<file path="config.mk">
export PLATFORM = sky130hd
export DESIGN_NAME = sprite_rom_arbiter
export DESIGN_NICKNAME = d
export VERILOG_FILES = /design/src/rtl/sprite_pkg.sv /design/src/rtl/sprite_rom_arbiter_rr_arbiter.sv /design/src/rtl/sprite_rom_arbiter.sv
export SDC_FILE = /design/constraint.sdc
export NUM_CORES = 1
export LEC_CHECK = 0
export BUFFER_PORTS_ARGS = -buffer_cell sky130_fd_sc_hd__buf_4
export CAP_MARGIN = 20
export CORE_UTILIZATION = 48
export DETAILED_ROUTE_END_ITERATION = 16
export PLACE_DENSITY = 0.92
export SYNTH_ARGS = -nofsm -noshare
export SYNTH_HDL_FRONTEND = slang
export SYNTH_SLANG_ARGS = --single-unit
</file>
<file path="constraint.sdc">
create_clock -name pixel_clk_in -period 9.6 [get_ports pixel_clk_in]
set_clock_uncertainty 0.05 [all_clocks]
set_input_delay 0.96 -clock pixel_clk_in [delete_from_list [all_inputs] [get_ports pixel_clk_in]]
set_output_delay 0.96 -clock pixel_clk_in [all_outputs]
set_load 0.02 [all_outputs]
</file>
<file path="src/rtl/sprite_pkg.sv">
// Shared definitions for the sprite image ROM arbiter.
//   NUM_REQ_DEF    default requester count
//   SPRITE_ADDR_W  image BRAM address width (256x256 texels)
//   PALETTE_IDX_W  image BRAM data width (palette index)
//   RD_LATENCY_DEF default BRAM read latency (HIGH_PERFORMANCE output register)
package sprite_pkg;

  localparam int unsigned NUM_REQ_DEF    = 4;
  localparam int unsigned SPRITE_ADDR_W  = $clog2(256 * 256);
  localparam int unsigned PALETTE_IDX_W  = 8;
  localparam int unsigned RD_LATENCY_DEF = 2;

  typedef logic [$clog2(NUM_REQ_DEF)-1:0] req_id_t;

  typedef struct packed {
    logic    valid;
    req_id_t id;
  } rd_tag_t;

endpackage

</file>
<file path="src/rtl/sprite_rom_arbiter_rr_arbiter.sv">
// Combinational round-robin arbiter.
//   req     per-requester request vector
//   en      grant enable; no grant when low
//   ptr     highest-priority index for this cycle
//   gnt     one-hot grant (or zero)
//   gnt_idx index of the granted requester (0 when no grant)
//   gnt_any high when any grant is made
module rr_arbiter #(
  parameter int unsigned N = 4
) (
  input  logic [N-1:0]         req,
  input  logic                 en,
  input  logic [$clog2(N)-1:0] ptr,
  output logic [N-1:0]         gnt,
  output logic [$clog2(N)-1:0] gnt_idx,
  output logic                 gnt_any
);

  localparam int unsigned IW = $clog2(N);

  always_comb begin
    int unsigned idx;
    gnt     = '0;
    gnt_idx = '0;
    gnt_any = 1'b0;
    idx     = 0;
    if (en) begin
      // Cyclic scan starting at ptr; the first valid index wins.
      for (int unsigned k = 0; k < N; k++) begin
        idx = (32'(ptr) + k) % N;
        if (!gnt_any && req[idx]) begin
          gnt[idx] = 1'b1;
          gnt_idx  = IW'(idx);
          gnt_any  = 1'b1;
        end
      end
    end
  end

endmodule

</file>
<file path="src/rtl/sprite_rom_arbiter.sv">
// Shares one single-port sprite image BRAM among NUM_REQ sprite pipelines.
// One round-robin grant per cycle; the requester ID rides a RD_LATENCY-deep
// tag pipeline so read data is steered back to its owner.
//   pixel_clk_in   clock (rising edge)
//   rst_n_in       asynchronous active-low reset
//   stall_in       suppresses new grants (in-flight reads still return)
//   req_valid_in   per-requester read request
//   req_addr_in    per-requester address, packed NUM_REQ x ADDR_W
//   req_ready_out  one-hot grant, combinational
//   rom_addr_out   BRAM addra (granted address, else last granted address)
//   rom_en_out     BRAM ena, high only in a grant cycle
//   rom_data_in    BRAM douta
//   rsp_valid_out  one-hot owner of the returning data
//   rsp_data_out   returning data, qualified by rsp_valid_out
//   rsp_id_out     index of the returning owner, 0 when idle
module sprite_rom_arbiter
  import sprite_pkg::*;
#(
  parameter int unsigned NUM_REQ    = NUM_REQ_DEF,
  parameter int unsigned ADDR_W     = SPRITE_ADDR_W,
  parameter int unsigned DATA_W     = PALETTE_IDX_W,
  parameter int unsigned RD_LATENCY = RD_LATENCY_DEF
) (
  input  logic                        pixel_clk_in,
  input  logic                        rst_n_in,
  input  logic                        stall_in,
  input  logic [NUM_REQ-1:0]          req_valid_in,
  input  logic [NUM_REQ*ADDR_W-1:0]   req_addr_in,
  output logic [NUM_REQ-1:0]          req_ready_out,
  output logic [ADDR_W-1:0]           rom_addr_out,
  output logic                        rom_en_out,
  input  logic [DATA_W-1:0]           rom_data_in,
  output logic [NUM_REQ-1:0]          rsp_valid_out,
  output logic [DATA_W-1:0]           rsp_data_out,
  output logic [$clog2(NUM_REQ)-1:0]  rsp_id_out
);

  localparam int unsigned ID_W = $clog2(NUM_REQ);

  logic [ID_W-1:0]       ptr;
  logic [ID_W-1:0]       ptr_next;
  logic [NUM_REQ-1:0]    gnt;
  logic [ID_W-1:0]       gnt_idx;
  logic                  gnt_any;
  logic                  arb_en;
  logic [ADDR_W-1:0]     gnt_addr;
  logic [ADDR_W-1:0]     last_addr;
  logic [RD_LATENCY-1:0] tag_valid;
  logic [ID_W-1:0]       tag_id [RD_LATENCY];

  // Gating with reset keeps every output at its reset value while reset is low,
  // even if requesters keep valid asserted.
  assign arb_en = ~stall_in & rst_n_in;

  rr_arbiter #(
    .N (NUM_REQ)
  ) u_rr_arbiter (
    .req     (req_valid_in),
    .en      (arb_en),
    .ptr     (ptr),
    .gnt     (gnt),
    .gnt_idx (gnt_idx),
    .gnt_any (gnt_any)
  );

  assign req_ready_out = gnt;
  assign rom_en_out    = gnt_any;
  assign rsp_data_out  = rom_data_in;

  // AND-OR mux on the one-hot grant avoids a variable-index part select.
  always_comb begin
    gnt_addr = '0;
    for (int unsigned i = 0; i < NUM_REQ; i++) begin
      if (gnt[i]) begin
        gnt_addr = req_addr_in[i*ADDR_W +: ADDR_W];
      end
    end
  end

  assign rom_addr_out = gnt_any ? gnt_addr : last_addr;

  always_comb begin
    ptr_next = gnt_idx + 1'b1;
    if (gnt_idx == ID_W'(NUM_REQ - 1)) begin
      ptr_next = '0;
    end
  end

  always_ff @(posedge pixel_clk_in or negedge rst_n_in) begin
    if (!rst_n_in) begin
      ptr       <= '0;
      last_addr <= '0;
      tag_valid <= '0;
      for (int unsigned i = 0; i < RD_LATENCY; i++) begin
        tag_id[i] <= '0;
      end
    end else begin
      if (gnt_any) begin
        ptr       <= ptr_next;
        last_addr <= gnt_addr;
      end
      tag_valid[0] <= gnt_any;
      tag_id[0]    <= gnt_idx;
      for (int unsigned i = 1; i < RD_LATENCY; i++) begin
        tag_valid[i] <= tag_valid[i-1];
        tag_id[i]    <= tag_id[i-1];
      end
    end
  end

  always_comb begin
    rsp_valid_out = '0;
    rsp_id_out    = '0;
    if (tag_valid[RD_LATENCY-1]) begin
      rsp_valid_out[tag_id[RD_LATENCY-1]] = 1'b1;
      rsp_id_out                          = tag_id[RD_LATENCY-1];
    end
  end

endmodule

</file>
=== Word level (Yosys, flattened, before mapping) ===
Index checks and enable logic that the tools add are counted.

* Word-level logic and storage cells: 83
* Input port bits: 79
* Output and inout port bits: 35
* Register bits: 24

* Order comparisons: 10
* Equal/unequal tests: 1
* Reduce and logical (&&, ||, !) cells: 11
* Add/subtract/negate cells: 4
* Mux-type cells: 47
* Bitwise operators: 5

{| class="wikitable"
|+ Operators by type and width
! operator !! number
|-
| 16-bit 2-to-1 mux || 5
|-
| 4-bit 2-to-1 mux || 9
|-
| 1-bit 2-to-1 mux || 17
|-
| 2-bit by 3-bit < comparator with 1-bit output, second input constant || 5
|-
| 2-bit 2-to-1 mux || 7
|-
| 4-bit OR || 3
|-
| 1-bit demux with 2-bit select || 5
|-
| 2-bit by 1-bit >= comparator with 1-bit output, second input constant || 5
|-
| 1-bit binary-select mux with 2-bit select || 4
|-
| 1-bit logical AND || 8
|-
| 2-bit by 1-bit adder with 2-bit output, second input constant || 2
|-
| 2-bit adder, second input constant || 2
|-
| 1-bit zero test || 3
|-
| 2-bit == test, second input constant || 1
|-
| 1-bit bitwise AND || 1
|-
| 1-bit inverter || 1
|}

=== Logic depth before layout (Yosys ltp) ===
* Depth in word-level cells: 21
* Gate-level depth with buffers: 12
* Mapped depth without buffers: 8

=== By module ===
Synthesis repeated with hierarchy kept, for this count alone.

* Cells, all modules: 223
* Area total of the unflattened synthesis: 2090.8 um^2

{| class="wikitable"
|+ Modules (own cells, without submodules)
! module !! seq. area each (um^2) !! area an instance (um^2) !! cells an instance !! instances
|-
| sprite_rom_arbiter || 600.6 || 1405.1 || 138 || 1
|-
| rr_arbiter || 0.0 || 685.7 || 85 || 1
|}

=== Worst setup path before layout ===
Ideal clock, no wire load.

* Kind: flip-flop to output port
* Start: register ptr[0]
* End: output port rom_addr_out[10]
* Path buffers: 4
* Slack: 5.307 ns
* Data required time: 8.590 ns
* Cell stages (with the launch flop): 13
* Arrival time: 3.283 ns
* Cells stage by stage: dfrtp_1 -> buf_6 -> clkbuf_1 -> inv_1 -> ha_1 -> mux4_2 -> nand3b_4 -> a22o_1 -> buf_6 -> a2111oi_4 -> buf_6 -> a221oi_2 -> a21oi_2

* Longest elaborated chain between the ends: 21
* Elaborated cells between the ends (all ways): 61
* Classes of those cells: add/sub (3); order compare (8); mux (37); bitwise (3); reduce/logical (10)

{| class="wikitable"
|+ Ends and longest elaborated chain
! what !! RTL line !! source
|-
| from (decl) || sprite_rom_arbiter.sv:40 || <nowiki>logic [ID_W-1:0] ptr;</nowiki>
|-
| from (signal assigned) || sprite_rom_arbiter.sv:99 || <nowiki>ptr <= ptr_next;</nowiki>
|-
| parallel branches: the longest is 20 deep, another holds 2-bit by 3-bit < comparator with 1-bit output || - ||
|-
| 16-bit 2-to-1 mux * || - ||
|-
| to (decl) || sprite_rom_arbiter.sv:30 || <nowiki>output logic [ADDR_W-1:0] rom_addr_out,</nowiki>
|}

Every way passes the cells marked *. The select of a mux whose other input is x is not followed.

=== Worst setup path in the final report ===
* Start: register ptr[0]
* End: output port rom_addr_out[13]

Same word-level chain as after synthesis.

==> results.py <==
metrics = {
    "pwr": {
        "powerDensity_mw_per_mm2": 264,
        "p_leak_nw": 1.23,
        "ir_drop_uv": 167,
    },
    "sta": {
        "rsz0062_at_grt": "no",
        "timing.final.crit_share_pct": 53.5,
        "tns_ps": 0,
        "maxSlewHeadroom_pct": 21.0,
        "post-route-min-period_ps": 5140,
        "setup_viol": 0,
        "postLayoutSetupSlackWorst_ps": 4460,
        "finalMaxSlewViolations": 0,
        "worstMarginPinSlew_ps": 1180,
        "max_freq_mhz": 195,
        "hold_violations": 0,
    },
    "place": {
        "place_congestion": 0.911,
        "dp_hpwl_um": 4220,
        "io_buffer_count": 97,
        "dpl_worst_slack_ps": 4780,
        "dp.cells": 312,
    },
    "floorplan": {
        "die_h_um": 65.7,
        "fp.dieW_um": 65.7,
        "core_area_mm2": 0.00377,
        "rows": 22,
        "die-area_mm2": 0.00432,
        "start_util_pct": 51.7,
        "io_pins": 114,
    },
    "layout": {
        "final_cells": 316,
        "layout_commonest_cell": "buf_4",
        "layout-drive-gt1-share_pct": 49.3,
        "layout_common_cells": "98 x buf_4, 24 x dfrtp_1, 17 x nand4_1",
        "area_delta_synth_final_pct": 36.5,
        "nets": 356,
        "final_util_pct": 70.6,
        "diodes": 0,
    },
    "critical_path": {
        "worstPathRequired_ps": 8590,
        "rrSetupSlack_ps": 5790,
        "crit_path_start": "ptr[0]$_DFFE_PN0P_",
        "critPathLaunchType": "flop",
        "path_class": "flop to primary output",
        "rr_worst_depth": 9,
        "reg2reg_from": "ptr[0]$_DFFE_PN0P_",
        "crit_fanout": 19,
        "endpoint": "rom_addr_out[13]",
        "reg2reg_to": "last_addr[11]$_DFF_PN0_",
        "end_kind": "primary output",
        "arrival_ps": 4130,
    },
    "clock_tree": {
        "numCtsBuffers": 3,
        "cts_resized": 0,
        "clk_pin_slew_ps": 90,
        "cts_buffer_depth": 2,
        "htree_levels": 1,
        "clockRootBuffer": "clkbuf_8",
        "cts_tree": "built",
        "cts_sinks": 24,
        "cts_setup_buffers": 0,
        "cts_hold_buffers": 0,
        "clk_latency_ps": 270,
    },
    "detailed_routing": {
        "vias": 1919,
        "drc_errors": 0,
        "vias_per_cell": 6.07,
        "wirelength_um": 5610,
        "wl_per_cell_um": 17.8,
        "first_iter_violations": 72,
        "firstDrtPassIters": 4,
        "ant_nets": 0,
    },
    "global_route": {
        "grt_pass1_wl_um": 8680,
        "first_global_vias": 1851,
        "grt.total_usage_pct": 26.3,
        "grt_start_max_net_pins": 26,
        "grt_antenna_before_repair": 0,
        "grt-ovfl-total": 0,
    },
    "synthesis": {
        "ys_types": 45,
        "syn_avg_cell_area_um2": 10.3,
        "ys.flop_type": "dfrtp_1",
        "synth_nets": 276,
        "synth-edff-count": 0,
        "ys_async_sr_fraction_pct": 100,
        "synth_area_mm2": 0.00195,
        "ys_ff_latch": 24,
        "ys_seq_area_share_pct": 30.8,
        "yosysWarnings": 0,
        "postSynthCellCount": 189,
    },
    "run": {
        "cap_violations": 0,
    },
    "outcome": {
        "status": "finished clean",
    },
    "hold_path": {
        "min_path_type": "flop to flop",
        "min_path_cells": 0,
    },
}
## flip-flops by register name (all words and copies together), names as in the netlist
| signal | flops |
|---|---|
| last_addr | 16 |
| ptr | 2 |
| tag_id | 4 |
| tag_valid | 2 |
## worst min-delay path by stage
stage,from,endpoint,slack [ps]
after floorplan,tag_id[2]$_DFF_PN0_,tag_id[0]$_DFF_PN0_,280
after global placement,tag_id[2]$_DFF_PN0_,tag_id[0]$_DFF_PN0_,280
after detailed placement,tag_id[3]$_DFF_PN0_,tag_id[1]$_DFF_PN0_,290
after CTS,tag_id[3]$_DFF_PN0_,tag_id[1]$_DFF_PN0_,310
after global routing,tag_id[2]$_DFF_PN0_,tag_id[0]$_DFF_PN0_,320
final,tag_id[3]$_DFF_PN0_,tag_id[1]$_DFF_PN0_,310
## per-stage QoR
step,area (um^2),hold slack [ps],total power [mW]
2_1_floorplan,1950,281,0.503
3_3_place_gp,2590,283,0.612
3_5_place_dp,2610,288,0.629
4_1_cts,2660,307,0.699
5_1_grt,2660,320,0.744
6_report,2660,305,0.702
## synthesized netlist by cell type, drive strengths merged, types with 2 or more instances
cell type | instances | area [um^2]
a211oi | 2 | 15.0
and2 | 2 | 12.5
nor2b | 3 | 18.8
o21a | 2 | 15.0
nor3b | 2 | 15.0
a21oi | 22 | 151
a21o | 2 | 15.0
nand3b | 5 | 50.1
nor2 | 5 | 18.8
nand2 | 4 | 15.0
and3b | 2 | 17.5
ha | 8 | 100
o21ai | 6 | 30.0
buf | 15 | 116
nand2b | 2 | 12.5
dfrtp | 24 | 601
inv | 5 | 18.8
nand4 | 17 | 106
a221oi | 16 | 203
mux4 | 4 | 93.8
a2111oi | 2 | 55.1
clkbuf | 9 | 37.5
o22ai | 16 | 100
## worst max-delay path, stage by stage, from the launching register on
cell	delay (ps)
dfrtp_1	760
inv_1	210
ha_1	480
mux4_2	440
nand3b_4	190
a22o_1	450
a2111oi_4	630
buf_8	230
a221oi_2	80
a21oi_2	210
buf_4	170
## logic make-up (layout without fill, tap and decap cells)
group           Yosys count  after routing  share of synthesized area [%]
compound gates           75             75                           34.0
simple gates             47             47                           15.4
buf+inv                  29            108                           8.86
flops                    24             24                           30.8
fa+ha+maj                 8              8                           5.13
mux                       5              5                           5.33
xor+xnor                  1              1                          0.449
## cell type report
cell class	instances	area (um^2)
inverter	5	18.8
timing repair buffer	99	751
sequential	24	601
clock buffer	4	55.1
fill	282	1110
multi-input combinational	136	1180
tap	48	60.1
## per-layer routing
layer | up-vias | part of all wire [%] | GRT usage, %
li1 | 903 | - | -
met1 | 931 | 39 | 32.0
met2 | 75 | 52 | 45.3
met3 | 10 | 6.3 | 6.08
met4 | 0 | 2.0 | 8.70
met5 | - | 0 | 0
## power breakdown
group          total, mW  switching [mW]  internal, mW
Combinational      0.458           0.264         0.193
Clock             0.0710          0.0342        0.0367
Sequential         0.174          0.0298         0.144
Total              0.702           0.329         0.374
No activity file was read; power rests on OpenSTA's default activity.
